**src/rtl/bridge_pkg.sv**
```systemverilog
// Shared types and constants for the CPU-word to peripheral-byte bridge.
package bridge_pkg;

  typedef enum logic [2:0] {
    StIdle,
    StWr,
    StRdIssue,
    StRdWait,
    StResp
  } state_e;

  localparam int unsigned LANES    = 4;
  localparam logic [7:0]  ERR_BYTE = 8'hFF;

  typedef logic [$clog2(LANES)-1:0] lane_t;

endpackage

```
**src/rtl/bridge_timer.sv**
```systemverilog
// Per-byte read wait counter; saturates at TIMEOUT-1 and flags expiry there.
module bridge_timer #(
  parameter int unsigned TIMEOUT = 15
) (
  input  logic clk,
  input  logic rst_n,
  input  logic clr_i,
  input  logic inc_i,
  output logic expired_o
);

  logic [7:0] cnt_q, cnt_d;

  assign expired_o = (cnt_q == 8'(TIMEOUT - 1));

  always_comb begin
    cnt_d = cnt_q;
    if (clr_i) begin
      cnt_d = '0;
    end else if (inc_i && !expired_o) begin
      cnt_d = cnt_q + 8'd1;
    end
  end

  always_ff @(posedge clk or negedge rst_n) begin
    if (!rst_n) begin
      cnt_q <= '0;
    end else begin
      cnt_q <= cnt_d;
    end
  end

endmodule

```
**src/rtl/byte_bus_bridge.sv**
```systemverilog
// Splits 32-bit CPU loads/stores into four byte-lane peripheral accesses and
// reassembles read bytes; each read byte is guarded by a timeout.
module byte_bus_bridge
  import bridge_pkg::*;
#(
  parameter int unsigned ADDR_W  = 8,
  parameter int unsigned PADDR_W = 2,
  parameter int unsigned TIMEOUT = 15
) (
  input  logic               clk,
  input  logic               rst_n,
  input  logic               req_valid,
  output logic               req_ready,
  input  logic               req_we,
  input  logic [ADDR_W-1:0]  req_addr,
  input  logic [31:0]        req_wdata,
  input  logic [3:0]         req_wstrb,
  output logic               rsp_valid,
  output logic [31:0]        rsp_rdata,
  output logic               rsp_err,
  output logic               per_rd_en,
  output logic               per_wr_en,
  output logic [PADDR_W-1:0] per_addr,
  output logic [7:0]         per_wr_data,
  input  logic [7:0]         per_rd_data,
  input  logic               per_rd_valid
);

  state_e              state_q, state_d;
  lane_t               lane_q, lane_d;
  logic                we_q, we_d;
  logic [ADDR_W-1:0]   addr_q, addr_d;
  logic [31:0]         wdata_q, wdata_d;
  logic [3:0]          wstrb_q, wstrb_d;
  logic [31:0]         rdata_q, rdata_d;
  logic                err_q, err_d;

  logic                req_ready_q, req_ready_d;
  logic                rsp_valid_q, rsp_valid_d;
  logic [31:0]         rsp_rdata_q, rsp_rdata_d;
  logic                rsp_err_q, rsp_err_d;
  logic                per_rd_en_q, per_rd_en_d;
  logic                per_wr_en_q, per_wr_en_d;
  logic [PADDR_W-1:0]  per_addr_q, per_addr_d;
  logic [7:0]          per_wr_data_q, per_wr_data_d;

  logic                accept;
  logic                tmr_expired;
  logic [PADDR_W-1:0]  lane_addr;

  assign accept = req_valid & req_ready_q;

  bridge_timer #(
    .TIMEOUT (TIMEOUT)
  ) u_timer (
    .clk       (clk),
    .rst_n     (rst_n),
    .clr_i     (state_q != StRdWait),
    .inc_i     ((state_q == StRdWait) & ~per_rd_valid),
    .expired_o (tmr_expired)
  );

  if (PADDR_W > 2) begin : g_addr_wide
    assign lane_addr = {addr_d[PADDR_W-1:2], lane_d};
  end else begin : g_addr_narrow
    assign lane_addr = lane_d[PADDR_W-1:0];
  end

  always_comb begin
    state_d = state_q;
    lane_d  = lane_q;
    we_d    = we_q;
    addr_d  = addr_q;
    wdata_d = wdata_q;
    wstrb_d = wstrb_q;
    rdata_d = rdata_q;
    err_d   = err_q;
    unique case (state_q)
      StIdle: begin
        if (accept) begin
          we_d    = req_we;
          addr_d  = req_addr;
          wdata_d = req_wdata;
          wstrb_d = req_wstrb;
          rdata_d = '0;
          lane_d  = '0;
          err_d   = 1'b0;
          state_d = req_we ? StWr : StRdIssue;
        end
      end
      StWr: begin
        if (lane_q == lane_t'(LANES - 1)) begin
          state_d = StResp;
        end else begin
          lane_d = lane_q + 1'b1;
        end
      end
      StRdIssue: state_d = StRdWait;
      StRdWait: begin
        // Valid data on the expiry cycle wins over the error byte.
        if (per_rd_valid || tmr_expired) begin
          rdata_d[8*lane_q +: 8] = per_rd_valid ? per_rd_data : ERR_BYTE;
          if (!per_rd_valid) begin
            err_d = 1'b1;
          end
          if (lane_q == lane_t'(LANES - 1)) begin
            state_d = StResp;
          end else begin
            lane_d  = lane_q + 1'b1;
            state_d = StRdIssue;
          end
        end
      end
      StResp:  state_d = StIdle;
      default: state_d = StIdle;
    endcase
  end

  // Outputs are registered, so they are derived from the next state and lane.
  always_comb begin
    req_ready_d   = (state_d == StIdle);
    rsp_valid_d   = (state_d == StResp);
    rsp_err_d     = rsp_valid_d & err_d;
    rsp_rdata_d   = (rsp_valid_d && !we_d) ? rdata_d : '0;
    per_rd_en_d   = (state_d == StRdIssue);
    per_wr_en_d   = (state_d == StWr) & wstrb_d[lane_d];
    per_addr_d    = per_addr_q;
    per_wr_data_d = per_wr_data_q;
    if (state_d == StWr || state_d == StRdIssue) begin
      per_addr_d = lane_addr;
    end
    if (state_d == StWr) begin
      per_wr_data_d = wdata_d[8*lane_d +: 8];
    end
  end

  always_ff @(posedge clk or negedge rst_n) begin
    if (!rst_n) begin
      state_q       <= StIdle;
      lane_q        <= '0;
      we_q          <= 1'b0;
      addr_q        <= '0;
      wdata_q       <= '0;
      wstrb_q       <= '0;
      rdata_q       <= '0;
      err_q         <= 1'b0;
      req_ready_q   <= 1'b1;
      rsp_valid_q   <= 1'b0;
      rsp_rdata_q   <= '0;
      rsp_err_q     <= 1'b0;
      per_rd_en_q   <= 1'b0;
      per_wr_en_q   <= 1'b0;
      per_addr_q    <= '0;
      per_wr_data_q <= '0;
    end else begin
      state_q       <= state_d;
      lane_q        <= lane_d;
      we_q          <= we_d;
      addr_q        <= addr_d;
      wdata_q       <= wdata_d;
      wstrb_q       <= wstrb_d;
      rdata_q       <= rdata_d;
      err_q         <= err_d;
      req_ready_q   <= req_ready_d;
      rsp_valid_q   <= rsp_valid_d;
      rsp_rdata_q   <= rsp_rdata_d;
      rsp_err_q     <= rsp_err_d;
      per_rd_en_q   <= per_rd_en_d;
      per_wr_en_q   <= per_wr_en_d;
      per_addr_q    <= per_addr_d;
      per_wr_data_q <= per_wr_data_d;
    end
  end

  assign req_ready   = req_ready_q;
  assign rsp_valid   = rsp_valid_q;
  assign rsp_rdata   = rsp_rdata_q;
  assign rsp_err     = rsp_err_q;
  assign per_rd_en   = per_rd_en_q;
  assign per_wr_en   = per_wr_en_q;
  assign per_addr    = per_addr_q;
  assign per_wr_data = per_wr_data_q;

endmodule

```
**config.mk**
```make
export PLATFORM = sky130hd
export DESIGN_NAME = byte_bus_bridge
export DESIGN_NICKNAME = d
export VERILOG_FILES = /design/src/rtl/bridge_pkg.sv /design/src/rtl/bridge_timer.sv /design/src/rtl/byte_bus_bridge.sv
export SDC_FILE = /design/constraint.sdc
export NUM_CORES = 1
export LEC_CHECK = 0
export ABC_AREA = 1
export CAP_MARGIN = 40
export CORE_ASPECT_RATIO = 1.25
export CORE_MARGIN = 10
export CORE_UTILIZATION = 45
export DETAILED_ROUTE_END_ITERATION = 12
export DONT_BUFFER_PORTS = 1
export PLACE_DENSITY = 0.58
export SKIP_CTS_REPAIR_TIMING = 1
export SLEW_MARGIN = 20
export SYNTH_ARGS = -nofsm -noshare
export SYNTH_HDL_FRONTEND = slang
export SYNTH_HIERARCHICAL = 1
export SYNTH_SLANG_ARGS = --single-unit
```
**constraint.sdc**
```tcl
create_clock -name clk -period 2.3 [get_ports clk]
set_input_delay 0.23 -clock clk [delete_from_list [all_inputs] [get_ports clk]]
set_output_delay 0.23 -clock clk [all_outputs]
set_load 0.1 [all_outputs]
```
==> impl_metrics.csv, run 1 <==
group,metric,value,unit
run_status,status,"complete, but fails checks",
run_status,failed_checks,"negative hold slack",
synthesis,synth_edf_count,0,
die,core-area,13900,um2
sta,skew,9.40,ps
power,switching_share,44.3,%
die,dieArea,19500,um2
clocking,clk_root_buffer_cell,"clkbuf_16",
synthesis,syn_area,6440,um2
synthesis,synthTopCellsByCount,"nand2_1 (252), dfrtp_1 (129), inv_1 (122)",
worst_setup_path,path_class,"register to register",
worst_setup_path,worstPathCellList,"inv_1 -> ha_1 -> nand3_1 -> nor2_4 -> nor2_4 -> nand2_1 -> nand2_8 -> nor2_8 -> inv_2 -> nor2_8 -> inv_6 -> a21oi_1",
sta,setup_tns,0,ps
sta,period_needed,2140,ps
synthesis,ys_ff_latch,130,
sta,rsz0062_at_grt,"false",
power,combPwrFrac,43.2,%
die,io_pins,104,
synthesis,synthDistinctLibCells,32,
global_routing,grt_pass1_vias,5010,
global_routing,grt_max_degree,131,
power,ir_drop,637,uV
clocking,cts_tree,"yes",
sta,hold_viol,130,
cells_and_area,fin_util,52.9,%
sta,fin_crit_sh,93.2,%
worst_setup_path,slowest_stage,"dfrtp_1",
worst_setup_path,slowest_delay,410,ps
drt,drcViolationCount,0,
drt,drt-total-wl,15.1,mm
sta,hold_ws,-495,ps
global_routing,grt-ovfl-total,0,
global_routing,track_usage,16.0,%
sta,max-slew-margin-rel,40.9,%
sta,setup_viol,0,
sta,fmax,0.467,GHz
cells_and_area,layout.nets,869,
clocking,cts_buffers,17,
worst_setup_path,end_kind,"register",
synthesis,synth_largest_area_cell,"dfrtp_1",
clocking,h-tree-depth,4,
synthesis,synthFlopType,"dfrtp_1",
synthesis,netlist_top_cells_area,"dfrtp_1 (50%), nand2_1 (15%), inv_1 (7.1%)",
synthesis,syn_area_per_cell,8.23,um2
place,finalWeightedCongestion,0.833,
synthesis,synth_top_area_share,50.1,%
worst_setup_path,start_kind,"register",
synthesis,syn-num-nets,849,
sta,tightest_slew,887,ps
worst_setup_path,critPathTopFamily,"simple AND/OR/NAND/NOR gates",
place,dp_hpwl,10.8,mm
clocking,clock_latency,420,ps
cells_and_area,seq_area,3250,um2
synthesis,synth.yosys.seq_area_share,50.5,%
die,rows,48,
clocking,clock_sinks,130,
cells_and_area,drive_gt1_share,14.8,%
cells_and_area,area_growth,14.3,%
die,start_util,46.2,%
power,power_switching,0.00468,W
power,cellPowerDensity,1430,nW/um2
global_routing,grt_pass1_wl,25.3,mm
synthesis,syn_inst,783,
synthesis,yosysMostFrequentCell,"nand2_1",
worst_setup_path,cp_data_required_time,2630,ps
cells_and_area,fillers,1331,
drt,vias_per_cell,5.04,
die,die_w,127,um
clocking,clk_path_buf_depth,2,
drt,wire_per_inst,15.2,um
power,seq_power_share,32.0,%
clocking,clk_pin_slew,60,ps
worst_setup_path,critPathArrivalTime,2470,ps
worst_setup_path,path_buf_inv,3,
power,p_int,0.00589,W
place,io_buffers,0,
drt,vias,5002,
drt,ant_nets,0,
cells_and_area,multi_input_area,2510,um2
synthesis,yosysWarnings,6,
sta,drv_slew,0,
worst_setup_path,path_max_fanout,24,
drt,drt_first_pass_iters,4,
synthesis,synthArstFlopShare,100,%
job,cap_violations,0,
worst_hold_path,hold_class,"primary input to asynchronous set/reset pin",
power,p_leak,3.91,nW
power,clkPwrFrac,24.9,%
die,fp.dieH,154,um
drt,drtIter0Drc,440,
global_routing,antenna_found_initial,1,
[through the flow]
stage	setup slack [ps]	std cells	power (W)	instance area, um2
2_1_floorplan	202	783	0.00697	6440
3_3_place_gp	107	956	0.00787	6690
3_5_place_dp	40.4	958	0.00793	6750
4_1_cts	23.3	990	0.0106	7330
5_1_grt	2.22	992	0.0113	7370
6_report	157	992	0.0106	7370
[cell families after synthesis]
logic type,Yosys count,synth area share [%]
AND/OR/NAND/NOR,374,26.6
buffers and inverters,162,10.8
flip-flops,130,50.5
AO/OA/AOI/OAI,105,9.92
adder cells (fa/ha/maj),9,1.75
XOR/XNOR,3,0.408
[path summary, 6_finish.rpt]
path / startpoint / end / slack (ps) / cells after the start
worst min-delay path: rst_n / rsp_rdata[25] / -490 / 0
worst max register to register: u_timer/cnt_q[0] / rsp_rdata[31] / 160 / 12
worst min register to register: err_q / err_q / 480 / 2
worst max-delay path: u_timer/cnt_q[0] / rsp_rdata[31] / 160 / 12
max in group asynchronous: rst_n / req_ready / 2510 / 0
min in group clk: per_rd_valid / err_q / 10 / 3
[sequential cells by signal, summed over array words and instances, names as in the netlist]
signal / flops
rdata_q: 32
lane_q: 2
per_rd_en: 1
rsp_rdata: 32
wdata_q: 32
wstrb_q: 4
we_q: 1
rsp_err: 1
err_q: 1
state_q: 3
per_wr_data: 8
req_ready: 1
u_timer/cnt_q: 8
per_addr: 2
per_wr_en: 1
rsp_valid: 1
[per-layer routing]
layer	global-route usage [%]	routed length, um	vias up
li1	-	-	2489
met1	18.1	6260	2370
met2	26.9	7660	113
met3	4.95	778	30
met4	7.44	426	0
met5	0	0	-
[cell usage in the layout (no fill, tap or decap), types with 7 or more instances in the layout]
master,count
inv_1,122
o21ai_2,7
nor2_4,7
ha_1,9
nand3_1,65
clkbuf_16,17
o21ai_1,12
nand2_1,249
dfrtp_1,129
nor2_1,16
nand4_1,19
buf_4,27
a21oi_2,20
o21ai_0,57
[power groups by stage]
| stage | Sequential [W] | Clock [W] | Combinational [W] |
|---|---|---|---|
| 2_1_floorplan | 0.00408 | 0 | 0.00289 |
| 3_3_place_gp | 0.00340 | 0 | 0.00447 |
| 3_5_place_dp | 0.00341 | 0 | 0.00452 |
| 4_1_cts | 0.00338 | 0.00268 | 0.00455 |
| 5_1_grt | 0.00345 | 0.00278 | 0.00509 |
| 6_report | 0.00338 | 0.00263 | 0.00456 |
[final cells by class]
class	count	share of cell area, %
tap	175	2.97
multi-input combinational	491	34.1
inverter	132	6.86
antenna	1	0.0340
clock inverter	9	1.43
timing repair buffer	31	3.91
sequential	130	44.2
clock buffer	23	6.49
Power figures use the tool's default switching activity.
==> inputs of run 2 (changes only) <==
HOLD_SLACK_MARGIN = 0.02   (was default)
SKIP_LAST_GASP = 1   (was default)
==> run 2 against run 1 <==
First-iteration DRC count is 6.8% lower. Critical path depth stayed put. Largest cell class unchanged. Sequential power about the same. Register-to-register slack about the same. Count of clock-buffer cells in the layout stayed put. The flow still finishes with violations (negative hold slack). Cell count up 0.30%. Highest routed layer unchanged. Combinational power about the same. Utilization rose by 0.20 points.
==> impl_metrics.csv, run 2 (same netlist as run 1, synthesis figures left out) <==
group,metric,value,unit
run_status,status,"complete, but fails checks",
sta,tightest_slew,887,ps
die,core-area,13900,um2
worst_setup_path,critPathArrivalTime,2470,ps
drt,wl_met3,795,um
sta,period_needed,2140,ps
die,die_w,127,um
sta,max-slew-margin-rel,40.9,%
cells_and_area,drive_gt1_share,14.7,%
worst_setup_path,start_kind,"register",
worst_setup_path,cp_data_required_time,2630,ps
global_routing,grt-ovfl-total,0,
sta,fmax,0.466,GHz
drt,ant_nets,0,
cells_and_area,layout.nets,872,
place,place_area,6750,um2
clocking,clk_pin_slew,60,ps
drt,met2_length,7.69,mm
global_routing,grt_max_degree,131,
die,io_pins,104,
clocking,h-tree-depth,4,
power,p_leak,3.93,nW
clocking,clock_sinks,130,
place,finalWeightedCongestion,0.833,
sta,skew,9.53,ps
sta,setup_viol,0,
sta,setup_tns,0,ps
global_routing,grt_pass1_wl,25.3,mm
drt,met1_length,6.24,mm
sta,fin_crit_sh,93.2,%
power,ir_drop,637,uV
drt,wire_per_inst,15.2,um
sta,drv_slew,0,
worst_setup_path,path_class,"register to register",
clocking,clk_path_buf_depth,2,
place,io_buffers,0,
clocking,clk_root_buffer_cell,"clkbuf_16",
cells_and_area,final_common_cell,"nand2_1",
worst_setup_path,path_max_fanout,24,
die,fp.dieH,154,um
drt,drtIter0Drc,410,
cells_and_area,area_growth,14.7,%
clocking,cts_buffers,17,
drt,vias,5001,
worst_setup_path,ff2ff_path_depth,12,
drt,vias_per_cell,5.03,
cells_and_area,fin_util,53.1,%
drt,drt_first_pass_iters,4,
sta,hold_viol,130,
sta,rsz0062_at_grt,"true",
worst_hold_path,hold_class,"primary input to asynchronous set/reset pin",
place,dp_hpwl,10.8,mm
clocking,clock_latency,420,ps
drt,drcViolationCount,0,
cells_and_area,design_area,7390,um2
power,cellPowerDensity,1430,nW/um2
die,dieArea,19500,um2
die,start_util,46.2,%
sta,hold_ws,-495,ps
job,cap_violations,0,
global_routing,track_usage,16.0,%
sta,finalWorstSetupSlack,155,ps
global_routing,antenna_found_initial,1,
die,rows,48,
global_routing,grt_pass1_vias,5010,
run_status,failed_checks,"negative hold slack",
drt,drt-total-wl,15.2,mm
power,power,0.0106,W
clocking,cts_tree,"yes",
cells_and_area,mostFrequentLayoutCells,"nand2_1 (250), dfrtp_1 (129), inv_1 (122)",
place,dp_slack,40.4,ps
worst_setup_path,end_kind,"register",
drt,top_layer,"met4",
run 2: cell count changes in the layout (fill, tap and decap cells not counted):
cell and delta:
dlygate4sd3_1 +3, nand2_1 +1, nand2_2 -1
run 2: layer usage:
layer  vias up  global-route usage [%]
met2       114                    26.9
met5         -                       0
li1       2494                       -
met1      2362                    18.1
met4         0                    7.44
met3        31                    4.95
run 2: critical path: stages (launching register included):
cell,delay [ps]
dfrtp_1,410
inv_1,110
ha_1,150
nand3_1,110
nor2_4,210
nor2_4,60
nand2_1,150
nand2_8,100
nor2_8,110
inv_2,70
nor2_8,190
inv_6,140
a21oi_1,210
run 2: through the flow:
| step | hold slack [ps] | cells |
|---|---|---|
| after global routing | -515 | 995 |
| after detailed placement | -60.2 | 958 |
| final | -495 | 995 |
| after global placement | -59.4 | 956 |
| after floorplan | -65.6 | 783 |
| after CTS | -508 | 990 |
run 2: final cells by class:
cell class | instances | area, um2
fill | 1329 | 6540
timing repair buffer | 34 | 318
clock inverter | 9 | 105
sequential | 130 | 3250
tap | 175 | 219
antenna | 1 | 2.50
multi-input combinational | 491 | 2510
inverter | 132 | 505
clock buffer | 23 | 478
run 2: path summary, 6_finish.rpt:
check / from / to / slack [ps]
max: u_timer/cnt_q[0] / rsp_rdata[31] / 160
min: rst_n / rsp_rdata[25] / -500
max reg2reg: u_timer/cnt_q[0] / rsp_rdata[31] / 160
min reg2reg: wdata_q[12] / wdata_q[12] / 480
max in group asynchronous: rst_n / req_ready / 2510
min in group clk: req_wdata[31] / wdata_q[31] / 20
run 2: power by group:
| part | total (W) | switching (W) | internal, W |
|---|---|---|---|
| Sequential | 0.00338 | 0.000446 | 0.00293 |
| Combinational | 0.00455 | 0.00327 | 0.00129 |
| Clock | 0.00263 | 0.000958 | 0.00167 |
==> inputs of run 3 (changes only) <==
GPL_ROUTABILITY_DRIVEN = 0   (was default)
SKIP_LAST_GASP = default   (was 1)
==> run 3 against run 2 <==
The flow still finishes with violations (negative hold slack). Register-to-register slack improved by 40 ps. Utilization increased by 0.53 points. Count of clock-buffer cells in the layout increased by 1. Maximum frequency increased by 1.8%. Sequential cell count unchanged. Cell area increased by 1.0%. Via count decreased by 0.86%. Routed wire length increased by 0.34%. First-iteration DRC count decreased by 22%. Clock skew about the same. Clock power increased by 8.0%. Critical path type unchanged. Largest power group unchanged.
==> impl_metrics.csv, run 3 (same netlist as run 1, synthesis figures left out) <==
group,metric,value,unit
worst_setup_path,path_class,"register to register",
sta,hold_ws,-493,ps
drt,drt-total-wl,15.2,mm
sta,skew,9.72,ps
clocking,clock_sinks,130,
die,start_util,46.2,%
clocking,clock_latency,420,ps
drt,drt_first_pass_iters,6,
global_routing,grt-ovfl-total,0,
cells_and_area,area_growth,15.9,%
drt,vias,4958,
worst_setup_path,end_kind,"register",
worst_setup_path,path_max_fanout,24,
global_routing,grt_pass1_vias,5100,
die,die_w,127,um
worst_setup_path,worstPathCellList,"inv_1 -> ha_1 -> nand3_1 -> nor2_4 -> nor2_4 -> nand2_1 -> nand2_8 -> nor2_8 -> inv_2 -> nor2_8 -> inv_4 -> a21oi_1",
worst_setup_path,start_kind,"register",
drt,drtIter0Drc,321,
clocking,cts_buffers,17,
job,cap_violations,0,
sta,fmax,0.475,GHz
sta,fin_crit_sh,91.6,%
die,rows,48,
global_routing,grt_max_degree,131,
die,fp.dieH,154,um
global_routing,antenna_found_initial,1,
clocking,clk_pin_slew,60,ps
worst_setup_path,slowest_stage,"dfrtp_1",
clocking,cts_tree,"yes",
cells_and_area,drive_gt1_share,15.1,%
drt,ant_nets,0,
clocking,clk_path_buf_depth,2,
power,p_leak,3.97,nW
run_status,status,"complete, but fails checks",
sta,max-slew-margin-rel,41.2,%
sta,tightest_slew,882,ps
run_status,failed_checks,"negative hold slack",
sta,setup_tns,0,ps
cells_and_area,mostFrequentLayoutCells,"nand2_1 (250), dfrtp_1 (129), inv_1 (122)",
sta,hold_viol,130,
sta,rsz0062_at_grt,"false",
die,io_pins,104,
die,dieArea,19500,um2
power,ir_drop,714,uV
drt,vias_per_cell,4.98,
power,power,0.0108,W
place,dp_hpwl,10.9,mm
place,io_buffers,0,
power,cellPowerDensity,1440,nW/um2
clocking,h-tree-depth,4,
sta,drv_slew,0,
sta,period_needed,2110,ps
cells_and_area,layout.nets,873,
die,core-area,13900,um2
clocking,clk_root_buffer_cell,"clkbuf_16",
global_routing,track_usage,16.2,%
drt,wire_per_inst,15.3,um
worst_setup_path,critPathArrivalTime,2430,ps
worst_setup_path,slowest_delay,410,ps
global_routing,grt_pass1_wl,25.6,mm
cells_and_area,final_common_cell,"nand2_1",
drt,drcViolationCount,0,
sta,setup_viol,0,
worst_setup_path,cp_data_required_time,2630,ps
worst_hold_path,hold_class,"primary input to asynchronous set/reset pin",
==> run 3: cell types whose count changed in the layout (fill, tap and decap cells not counted), sizes merged <==
| cell | change |
|---|---|
| dlygate4sd3 | -1 |
| clkbuf | +1 |
| bufinv | +1 |
| clkinv | -1 |
| buf | +2 |
| clkinvlp | -1 |
==> run 3: cell type report <==
| cell class | instances | area, um2 |
|---|---|---|
| diodes | 1 | 2.50 |
| clock inverters | 8 | 123 |
| repair buffers | 35 | 343 |
| flip-flops and latches | 130 | 3250 |
| multi-input cells | 491 | 2510 |
| well taps | 175 | 219 |
| clock buffers | 24 | 512 |
| fillers | 1306 | 6470 |
| inverters | 132 | 503 |
==> run 3: critical path: cells and delay by family, from the launching register on <==
kind	cells	cell delay (ps)
AOI/OAI and AO/OA	1	220
adders and majority gates	1	150
buffers and inverters	3	350
DFF	1	410
and+or+nand+nor	7	870
==> run 3: per-layer routing <==
metal / wire length (um) / global-route usage, % / up-vias
li1: - / - / 2492
met1: 6170 / 17.9 / 2337
met2: 7900 / 27.9 / 109
met3: 860 / 5.44 / 20
met4: 275 / 6.63 / 0
met5: 0 / 0 / -
==> run 3: final timing paths <==
kind / to / slack (ps) / cells after the start / start
setup / recovery: rsp_rdata[31] / 190 / 12 / u_timer/cnt_q[0]
hold / removal: rsp_rdata[22] / -490 / 0 / rst_n
setup reg to reg: rsp_rdata[31] / 190 / 12 / u_timer/cnt_q[0]
hold reg to reg: wdata_q[30] / 480 / 2 / wdata_q[30]
max in group asynchronous: req_ready / 2520 / 0 / rst_n
min in group clk: wstrb_q[2] / 30 / 4 / req_wstrb[2]
==> run 3: power by group <==
part | internal (W) | switching [W] | leakage (nW)
Combinational | 0.00129 | 0.00328 | 2.00
Sequential | 0.00293 | 0.000442 | 1.67
Clock | 0.00187 | 0.000970 | 0.304
==> run 3: through the flow <==
step / std cells / utilization, % / worst slack [ps] / instance area [um2]
after floorplan: 783 / - / 202 / 6440
after global placement: 956 / 48.0 / 115 / 6690
after detailed placement: 958 / 48.4 / 3.86 / 6750
after CTS: 990 / 53.0 / -14.0 / 7380
after global routing: 996 / 53.6 / 8.98 / 7470
final: 996 / 53.6 / 194 / 7470
